## src/rtl/cond_pkg.sv

```systemverilog
// rtl/cond_pkg.sv - shared condition-code and flag definitions
package cond_pkg;

  // Condition codes; 1111 behaves as always
  typedef enum logic [3:0] {
    COND_EQ = 4'b0000,
    COND_NE = 4'b0001,
    COND_CS = 4'b0010,
    COND_CC = 4'b0011,
    COND_MI = 4'b0100,
    COND_PL = 4'b0101,
    COND_VS = 4'b0110,
    COND_VC = 4'b0111,
    COND_HI = 4'b1000,
    COND_LS = 4'b1001,
    COND_GE = 4'b1010,
    COND_LT = 4'b1011,
    COND_GT = 4'b1100,
    COND_LE = 4'b1101,
    COND_AL = 4'b1110,
    COND_NV = 4'b1111
  } cond_e;

  // Bit positions inside the {N,Z,C,V} vector
  localparam int FLAG_N = 3;
  localparam int FLAG_Z = 2;
  localparam int FLAG_C = 1;
  localparam int FLAG_V = 0;

  typedef logic [3:0] flags_t;

endpackage

```

## src/rtl/cond_check.sv

```systemverilog
// rtl/cond_check.sv - combinational condition-code evaluator
module cond_check
  import cond_pkg::*;
(
  input  logic [3:0] Cond,
  input  logic [3:0] Flags,
  output logic       CondEx
);

  logic w_n, w_z, w_c, w_v;

  assign w_n = Flags[FLAG_N];
  assign w_z = Flags[FLAG_Z];
  assign w_c = Flags[FLAG_C];
  assign w_v = Flags[FLAG_V];

  // Decode the condition code against the held flags
  always_comb begin
    CondEx = 1'b1;
    case (cond_e'(Cond))
      COND_EQ: CondEx = w_z;
      COND_NE: CondEx = ~w_z;
      COND_CS: CondEx = w_c;
      COND_CC: CondEx = ~w_c;
      COND_MI: CondEx = w_n;
      COND_PL: CondEx = ~w_n;
      COND_VS: CondEx = w_v;
      COND_VC: CondEx = ~w_v;
      COND_HI: CondEx = w_c & ~w_z;
      COND_LS: CondEx = ~w_c | w_z;
      COND_GE: CondEx = (w_n == w_v);
      COND_LT: CondEx = (w_n != w_v);
      COND_GT: CondEx = ~w_z & (w_n == w_v);
      COND_LE: CondEx = w_z | (w_n != w_v);
      COND_AL: CondEx = 1'b1;
      COND_NV: CondEx = 1'b1;
    endcase
  end

endmodule

```

## src/rtl/cond_flag_unit.sv

```systemverilog
// rtl/cond_flag_unit.sv - flag register, condition check and gated control pipeline
module cond_flag_unit
  import cond_pkg::*;
#(
  parameter int                FLAG_W      = 4,
  parameter logic [FLAG_W-1:0] RESET_FLAGS = 4'b0000
) (
  input  logic              clk,
  input  logic              rst,
  input  logic              stall,
  input  logic              flush,
  input  logic              valid_in,
  input  logic [3:0]        Cond,
  input  logic [FLAG_W-1:0] ALUFlags,
  input  logic [1:0]        FlagW,
  input  logic              PCS,
  input  logic              RegW,
  input  logic              MemW,
  input  logic              NoWrite,
  output logic              CondEx,
  output logic              valid_out,
  output logic              PCSrc,
  output logic              RegWrite,
  output logic              MemWrite,
  output logic [FLAG_W-1:0] Flags
);

  flags_t r_flags;
  logic   r_valid;
  logic   r_pcsrc;
  logic   r_regwrite;
  logic   r_memwrite;
  logic   w_cond_ex;
  logic   w_upd;

  // Condition is judged only on the architectural flags, never on ALUFlags
  cond_check u_cond_check (
    .Cond   (Cond),
    .Flags  (r_flags),
    .CondEx (w_cond_ex)
  );

  assign w_upd = valid_in & w_cond_ex & ~stall & ~flush;

  // Flag register and one-stage control pipeline; rst > flush > stall
  always_ff @(posedge clk) begin
    if (rst) begin
      r_flags    <= RESET_FLAGS;
      r_valid    <= 1'b0;
      r_pcsrc    <= 1'b0;
      r_regwrite <= 1'b0;
      r_memwrite <= 1'b0;
    end else if (flush) begin
      r_valid    <= 1'b0;
      r_pcsrc    <= 1'b0;
      r_regwrite <= 1'b0;
      r_memwrite <= 1'b0;
    end else if (!stall) begin
      if (w_upd && FlagW[1]) begin
        r_flags[FLAG_N] <= ALUFlags[FLAG_N];
        r_flags[FLAG_Z] <= ALUFlags[FLAG_Z];
      end
      if (w_upd && FlagW[0]) begin
        r_flags[FLAG_C] <= ALUFlags[FLAG_C];
        r_flags[FLAG_V] <= ALUFlags[FLAG_V];
      end
      r_valid    <= valid_in;
      r_pcsrc    <= valid_in & PCS & w_cond_ex;
      r_regwrite <= valid_in & RegW & w_cond_ex & ~NoWrite;
      r_memwrite <= valid_in & MemW & w_cond_ex;
    end
  end

  assign CondEx    = w_cond_ex;
  assign valid_out = r_valid;
  assign PCSrc     = r_pcsrc;
  assign RegWrite  = r_regwrite;
  assign MemWrite  = r_memwrite;
  assign Flags     = r_flags;

endmodule

```

## config.mk

```make
export PLATFORM = sky130hd
export DESIGN_NAME = cond_flag_unit
export DESIGN_NICKNAME = d
export VERILOG_FILES = /design/src/rtl/cond_pkg.sv /design/src/rtl/cond_check.sv /design/src/rtl/cond_flag_unit.sv
export SDC_FILE = /design/constraint.sdc
export NUM_CORES = 1
export LEC_CHECK = 0
export CORE_MARGIN = 3
export CORE_UTILIZATION = 42
export CTS_CLUSTER_SIZE = 24
export DETAILED_ROUTE_END_ITERATION = 7
export GPL_ROUTABILITY_DRIVEN = 0
export PLACE_DENSITY = 0.9
export SLEW_MARGIN = 20
export SYNTH_ARGS = -nofsm -noshare
export SYNTH_HDL_FRONTEND = slang
export SYNTH_SLANG_ARGS = --single-unit
export TNS_END_PERCENT = 100
```

## constraint.sdc

```tcl
create_clock -name clk -period 3.6 [get_ports clk]
set_clock_uncertainty 0.05 [all_clocks]
set_input_delay 0.9 -clock clk [delete_from_list [all_inputs] [get_ports clk]]
set_output_delay 0.9 -clock clk [all_outputs]
set_load 0.01 [all_outputs]
```

==> impl_metrics.yaml, run 1 <==
outcome:
  status: "complete, no violations"
yosys:
  syn_nets: 86
  syn_area_um2: 583
  syn_inst: 67
  async_flop_share_pct: 0
  ys_ff_latch: 8
  synth_cell_types: 28
  yosys_warnings: 0
  synth_flop_cell: "dfxtp_1"
  syn_area_per_cell_um2: 8.70
  synth-edff-count: 0
  ys_seq_area_share_pct: 27.5
clock_tree:
  clock_latency_ns: 0.25
  post-cts-setup-buffers: 0
  ctsHoldBuffers: 0
  path_clk_slew_ns: 0.06
  cts_tree: "built"
  clkSinkCount: 8
  htreeDepth: 1
  clockRootBuffer: "clkbuf_4"
  cts_buffers: 3
  cts_buffer_depth: 2
grt:
  use_met2_pct: 34.2
  grt_pass1_vias: 618
  antenna_found_initial: 0
  use_met3_pct: 3.81
  grt_start_max_net_pins: 10
  grt.busiest_layer: "met2"
  grt_pass1_wl_um: 2550
  grt_remaining_overflow: 0
  grt_use_total_pct: 18.5
  met1_usage_pct: 19.3
route:
  wire_per_inst_um: 13.0
  totalWireLength_um: 1510
  drt_iter0_markers: 20
  routed-via-count: 616
  drc: 0
  dr.pass1.iters: 6
  post_drt_via_cell_ratio: 5.31
  postRouteAntennaNets: 0
die:
  start_util_pct: 48.5
  io_pins: 28
  die_h_um: 43.3
  rows: 12
  die_area_mm2: 0.00187
  dieWidth_um: 43.3
  coreArea_mm2: 0.00120
timing:
  slew_headroom_pct: 72.9
  fin_crit_ns: 3.51
  rsz0062_at_grt: "no"
  finalSetupViolations: 0
  final_max_slew_viol_count: 0
  worst_slack_ns: 0.0910
  finalSetupTns_ns: 0
  final-hold-violation-count: 0
  tightestPinTransition_ns: 0.401
  fmax_mhz: 285
  fin_crit_sh_pct: 97.5
  holdWs_ns: 0.409
setup_path:
  cp.required_ns: 2.65
  startpoint_type: "input pin"
  path_delay_family: "buffers and inverters"
  arrival_ns: 2.56
  worst_path_max_delay_cell: "clkdlybuf4s50_1"
  cp_slowest_stage_delay_ns: 0.54
  worst-path-buf-inv: 2
  criticalPathCategory: "input pin to output port"
  endpoint_kind: "output port"
  crit_chain: "clkdlybuf4s50_1, nor2_1, a222oi_1, o21ai_2, or2_1, dlygate4sd2_1"
  crit_fanout: 4
placed_design:
  dpl_cell_area_um2: 905
  pre_cts_ws_ns: -0.207
  placed_cells: 113
  io_buffers: 27
  dp_hpwl_um: 1220
finish:
  seq_area_um2: 160
  num-fill-cells: 97
  most-common-layout-cells: "clkdlybuf4s50_1, dfxtp_1, or2b_2"
  nNetsFinal: 123
  drive_gt1_share_pct: 24.5
  antenna_cells: 0
  utilization_pct: 77.6
  area_growth_pct: 59.9
  multi_input_area_um2: 407
  final_common_cell: "clkdlybuf4s50_1"
  final_cell_count_no_fill: 116
  design_area_um2: 932
pwr:
  leakage_nw: 0.382
  p_per_area_mw_per_mm2: 244
  peakVddDrop_v: 0.000165
  power_mw: 0.228
min_path:
  hold_path_class: "flip-flop to flip-flop"
job:
  maxCapViolCount: 0
## power breakdown
| part | internal [mW] | total (mW) | switching, mW |
|---|---|---|---|
| registers | 0.0901 | 0.0915 | 0.00136 |
| logic | 0.0402 | 0.0663 | 0.0261 |
| clock network | 0.0382 | 0.0698 | 0.0315 |
## worst paths after layout
kind | start | to | slack [ns] | cells past startpoint
worst min-delay path | MemWrite$_SDFFE_PP0N_ | MemWrite$_SDFFE_PP0N_ | 0.41 | 2
worst max-delay path | Cond[0] | CondEx | 0.09 | 6
worst min register to register | MemWrite$_SDFFE_PP0N_ | MemWrite$_SDFFE_PP0N_ | 0.41 | 2
worst max register to register | Flags[0]$_SDFFE_PP0P_ | Flags[2]$_SDFFE_PP0P_ | 1.69 | 7
## Yosys cell counts, types with 2 or more instances
| master | instances | area share [%] |
|---|---|---|
| a21oi_1 | 4 | 3.4 |
| nor2_1 | 3 | 1.9 |
| nand2_1 | 7 | 4.5 |
| xor2_1 | 2 | 3.0 |
| o211ai_1 | 2 | 2.6 |
| o22ai_1 | 2 | 2.1 |
| nand2b_1 | 3 | 3.2 |
| or2b_2 | 8 | 12 |
| dfxtp_1 | 8 | 27 |
| nor3b_1 | 3 | 3.9 |
| o21ai_2 | 3 | 4.5 |
| mux2i_1 | 6 | 10 |
## repair_timing
| action | in CTS | in global routing |
|---|---|---|
| gates resized for setup | 4 | 1 |
| hold endpoints to repair | 0 | 0 |
| pin swaps | 1 | 1 |
| endpoints found under the setup margin | 1 | 1 |
## state kept, by name, indices dropped and copies added, names as in the netlist
register and count:
valid_out 1, Flags 4, RegWrite 1, MemWrite 1, PCSrc 1
## layout make-up
| type | count | share of cell area, % |
|---|---|---|
| Multi-Input combinational cell | 56 | 43.6 |
| Timing Repair Buffer | 34 | 34.5 |
| Sequential cell | 8 | 17.2 |
| Clock buffer | 3 | 2.42 |
| Tap cell | 14 | 1.88 |
| Inverter | 1 | 0.403 |
## tightest hold or removal path, cell delays in order (launching register included)
cell and delay [ns]:
dfxtp_1 0.31, nand2_1 0.05, a21oi_1 0.05
## metal layers
layer / up-vias / share of wire [%] / wire [µm]
li1: 314 / - / -
met1: 272 / 38 / 574
met2: 25 / 53 / 798
met3: 5 / 6.7 / 101
met4: 0 / 1.9 / 29
met5: - / 0 / 0
## kinds of logic (layout without fill, tap and decap cells)
family / count (synthesis) / in the layout / share of synthesized area [%]
compound gates: 16 / 16 / 19.5
xor+xnor: 2 / 2 / 3.00
buf+inv: 3 / 38 / 3.86
flops: 8 / 8 / 27.5
mux: 6 / 6 / 10.3
simple gates: 32 / 32 / 35.8
Power figures use the tool's default switching activity.
==> run 2, diff against run 1 <==
Settings changed: CORE_UTILIZATION 42 to 39, PLACE_DENSITY 0.9 to 0.85.
Clock period 3.6 ns to 3.45 ns, I/O delays scaled along.
==> impl_metrics.yaml, run 2 (synthesis gave the netlist of run 1 again) <==
outcome:
  status: "complete, no violations"
placed_design:
  placed_cells: 113
  dp_hpwl_um: 1290
  pre_cts_ws_ns: -0.333
  io_buffers: 27
timing:
  slew_headroom_pct: 77.3
  finalSetupViolations: 0
  final_max_slew_viol_count: 0
  fin_crit_ns: 3.35
  worst_slack_ns: 0.102
  fin_crit_sh_pct: 97.0
  finalSetupTns_ns: 0
  tightestPinTransition_ns: 0.340
  final-hold-violation-count: 0
  rsz0062_at_grt: "no"
  fmax_mhz: 299
route:
  postRouteAntennaNets: 0
  wl_met3_um: 79
  dr.pass1.iters: 6
  totalWireLength_um: 1580
  drc: 0
  highest_layer: "met3"
  routed-via-count: 614
  post_drt_via_cell_ratio: 5.29
  wire_per_inst_um: 13.7
  drt_iter0_markers: 14
  wl_met1_um: 655
  route.met2.wl_um: 849
die:
  coreArea_mm2: 0.00135
  rows: 13
  dieWidth_um: 44.7
  io_pins: 28
  die_h_um: 44.7
  die_area_mm2: 0.00199
  start_util_pct: 43.2
grt:
  grt_remaining_overflow: 0
  grt_start_max_net_pins: 10
  grt_pass1_vias: 589
  grt_use_total_pct: 16.2
  grt_pass1_wl_um: 2400
  antenna_found_initial: 0
setup_path:
  path_delay_family: "buffers and inverters"
  cp_common_cell: "dlygate4sd2_1"
  criticalPathCategory: "input pin to output port"
  worstRegToRegCells: 7
  r2r_slack_ns: 1.51
  crit_chain: "dlygate4sd2_1, and2_1, o22ai_1, xor2_1, a31o_2, or2_1, dlygate4sd2_1"
  r2r-start: "Flags[3]$_SDFFE_PP0P_"
  cp.required_ns: 2.54
  worst_path_max_delay_cell: "dlygate4sd2_1"
  worst-path-buf-inv: 2
  endpoint_kind: "output port"
  crit_fanout: 8
  cp_slowest_stage_delay_ns: 0.37
  r2r-end: "Flags[2]$_SDFFE_PP0P_"
  arrival_ns: 2.44
  startpoint_type: "input pin"
finish:
  nNetsFinal: 122
  area_growth_pct: 58.6
  utilization_pct: 68.5
  seq_area_um2: 160
  antenna_cells: 0
  most-common-layout-cells: "clkdlybuf4s50_1, dfxtp_1, or2b_2"
  num-fill-cells: 123
  drive_gt1_share_pct: 23.8
  largest_reg_flops: 4
  multi_input_area_um2: 407
  final_common_cell: "clkdlybuf4s50_1"
  final_cell_count_no_fill: 116
clock_tree:
  path_clk_slew_ns: 0.06
  clockRootBuffer: "clkbuf_4"
  clock_latency_ns: 0.26
  cts_buffers: 3
  ctsHoldBuffers: 0
  cts_buffer_depth: 2
  post-cts-setup-buffers: 0
  clkSinkCount: 8
  htreeDepth: 1
  cts_tree: "built"
job:
  maxCapViolCount: 0
min_path:
  hold_path_class: "flip-flop to flip-flop"
  hold-path-endpoint: "MemWrite$_SDFFE_PP0N_"
  hold_path_depth: 2
  hp-start: "MemWrite$_SDFFE_PP0N_"
pwr:
  peakVddDrop_v: 0.000156
  leakage_nw: 0.378
  p_per_area_mw_per_mm2: 256
## run 2: per-stage QoR
step / hold WS (ns) / power, mW / instance area [µm²]
2_1_floorplan: 0.424 / 0.128 / 583
3_3_place_gp: 0.394 / 0.166 / 898
3_5_place_dp: 0.393 / 0.168 / 898
4_1_cts: 0.411 / 0.239 / 916
5_1_grt: 0.436 / 0.246 / 925
6_report: 0.411 / 0.236 / 925
## run 2: where the power goes
part           internal [mW]  switching [mW]
registers             0.0940         0.00144
logic                 0.0408          0.0281
clock network         0.0398          0.0321
## run 2: how the worst max path moves through the flow
stage,startpoint,end,cells after the start
6_report,Cond[2],CondEx,7
2_1_floorplan,Cond[1],CondEx,6
3_5_place_dp,Cond[2],CondEx,7
5_1_grt,Cond[2],CondEx,7
3_3_place_gp,Cond[1],CondEx,7
4_1_cts,Cond[0],CondEx,6
## run 2: final cells by class
type | count | share of cell area, %
Multi-Input combinational cell | 56 | 44.0
Timing Repair Buffer | 33 | 33.8
Sequential cell | 8 | 17.3
Clock buffer | 3 | 2.44
Tap cell | 15 | 2.03
Inverter | 1 | 0.406
## run 2: worst min-delay path, delay by kind of cell, from the launching register on
kind | cells | cell delay, ns
compound gates | 1 | 0.05
flops | 1 | 0.31
simple gates | 1 | 0.05
## run 2: what timing repair did
item | in CTS | in global routing
endpoints found under the hold margin | 0 | 0
endpoints found under the setup margin | 1 | 1
pin swaps | 1 | 1
gates resized for setup | 4 | 2
## run 2: routing by layer
layer  global-route usage, %  vias to the layer above
met4                    1.81                        0
met1                    19.7                      286
met5                       0                        -
met2                    27.8                       18
li1                        -                      310
met3                    6.10                        0
==> run 3, diff against run 2 <==
Settings changed: RECOVER_POWER set to 25.
==> impl_metrics.yaml, run 3 (synthesis gave the netlist of run 1 again) <==
timing:
  fmax_mhz: 299
  slew_headroom_pct: 77.0
  fin_crit_sh_pct: 96.8
  tightestPinTransition_ns: 0.345
  fin_crit_ns: 3.34
  finalSetupTns_ns: 0
  rsz0062_at_grt: "no"
  holdWs_ns: 0.406
  final-hold-violation-count: 0
  finalSetupViolations: 0
  final_max_slew_viol_count: 0
finish:
  antenna_cells: 0
  drive_gt1_share_pct: 23.8
  largest_reg_flops: 4
  final_common_cell: "clkdlybuf4s50_1"
  design_area_um2: 925
  utilization_pct: 68.5
  area_growth_pct: 58.6
  nNetsFinal: 122
  most-common-layout-cells: "clkdlybuf4s50_1, dfxtp_1, or2b_2"
grt:
  grt_remaining_overflow: 0
  grt_start_max_net_pins: 10
  antenna_found_initial: 0
  grt_use_total_pct: 16.2
  grt_pass1_wl_um: 2400
  grt_pass1_vias: 589
route:
  drt_iter0_markers: 14
  dr.pass1.iters: 4
  postRouteAntennaNets: 0
  wire_per_inst_um: 13.6
  post_drt_via_cell_ratio: 5.23
  drc: 0
  routed-via-count: 607
  totalWireLength_um: 1580
clock_tree:
  clkSinkCount: 8
  post-cts-setup-buffers: 0
  cts_tree: "built"
  clockRootBuffer: "clkbuf_4"
  htreeDepth: 1
  ctsHoldBuffers: 0
  clock_latency_ns: 0.27
  path_clk_slew_ns: 0.06
  cts_buffers: 3
  cts_buffer_depth: 2
placed_design:
  io_buffers: 27
  dp_hpwl_um: 1290
  dpl_cell_area_um2: 898
die:
  dieWidth_um: 44.7
  coreArea_mm2: 0.00135
  rows: 13
  io_pins: 28
  die_h_um: 44.7
  die_area_mm2: 0.00199
  start_util_pct: 43.2
setup_path:
  criticalPathCategory: "input pin to output port"
  arrival_ns: 2.43
  endpoint_kind: "output port"
  crit_fanout: 8
  cp-startpoint: "Cond[2]"
  cp.required_ns: 2.54
  r2r-start: "Flags[3]$_SDFFE_PP0P_"
  startpoint_type: "input pin"
outcome:
  status: "complete, no violations"
pwr:
  p_per_area_mw_per_mm2: 258
  peakVddDrop_v: 0.000157
  leakage_nw: 0.389
min_path:
  hold_path_class: "flip-flop to flip-flop"
  hp-start: "MemWrite$_SDFFE_PP0N_"
job:
  maxCapViolCount: 0
==> run 3: cell types whose count changed in the layout (fill, tap and decap cells not counted), sizes merged <==
| cell | delta |
|---|---|
| clkdlybuf4s50 | -4 |
| dlygate4sd3 | +4 |
==> run 3: what timing repair did <==
item                       4_1_cts  5_1_grt
pin swaps                        1        1
gates resized for setup          4        2
setup endpoints to repair        1        1
==> run 3: metrics by stage <==
stage / setup slack (ns) / cells / total power, mW
6_report: 0.111 / 116 / 0.238
5_1_grt: 0.0568 / 116 / 0.246
4_1_cts: 0.0124 / 116 / 0.239
3_5_place_dp: -0.333 / 113 / 0.168
3_3_place_gp: -0.279 / 113 / 0.166
2_1_floorplan: 0.553 / 67 / 0.128
==> run 3: layout make-up <==
type	instances	area [µm²]
fillers	123	425
multi-input cells	56	407
repair buffers	33	313
flip-flops and latches	8	160
clock buffers	3	22.5
well taps	15	18.8
inverters	1	3.75
==> run 3: report_power, final <==
part	total, mW	switching [mW]	internal (mW)	leakage, nW
combinational	0.0682	0.0278	0.0404	0.310
sequential	0.0954	0.00142	0.0940	0.0646
clock	0.0748	0.0348	0.0400	0.0138
==> run 3: path summary, 6_finish.rpt <==
| path | cells after the start | to | slack, ns |
|---|---|---|---|
| setup / recovery | 7 | CondEx | 0.11 |
| hold / removal | 2 | MemWrite$_SDFFE_PP0N_ | 0.41 |
| setup reg to reg | 7 | Flags[2]$_SDFFE_PP0P_ | 1.51 |
| hold reg to reg | 2 | MemWrite$_SDFFE_PP0N_ | 0.41 |
==> run 3: per-layer routing <==
metal	up-vias	wire length, µm	track usage (%)
li1	309	-	-
met1	281	650	19.7
met2	14	852	27.8
met3	3	70	6.10
met4	0	8	1.81
met5	-	0	0
==> run 3: worst max-delay path, cell delays in order <==
cell and delay (ns):
dlygate4sd2_1 0.36, and2_1 0.20, o22ai_1 0.11, xor2_1 0.16
a31o_2 0.26, or2_1 0.19, dlygate4sd2_1 0.28
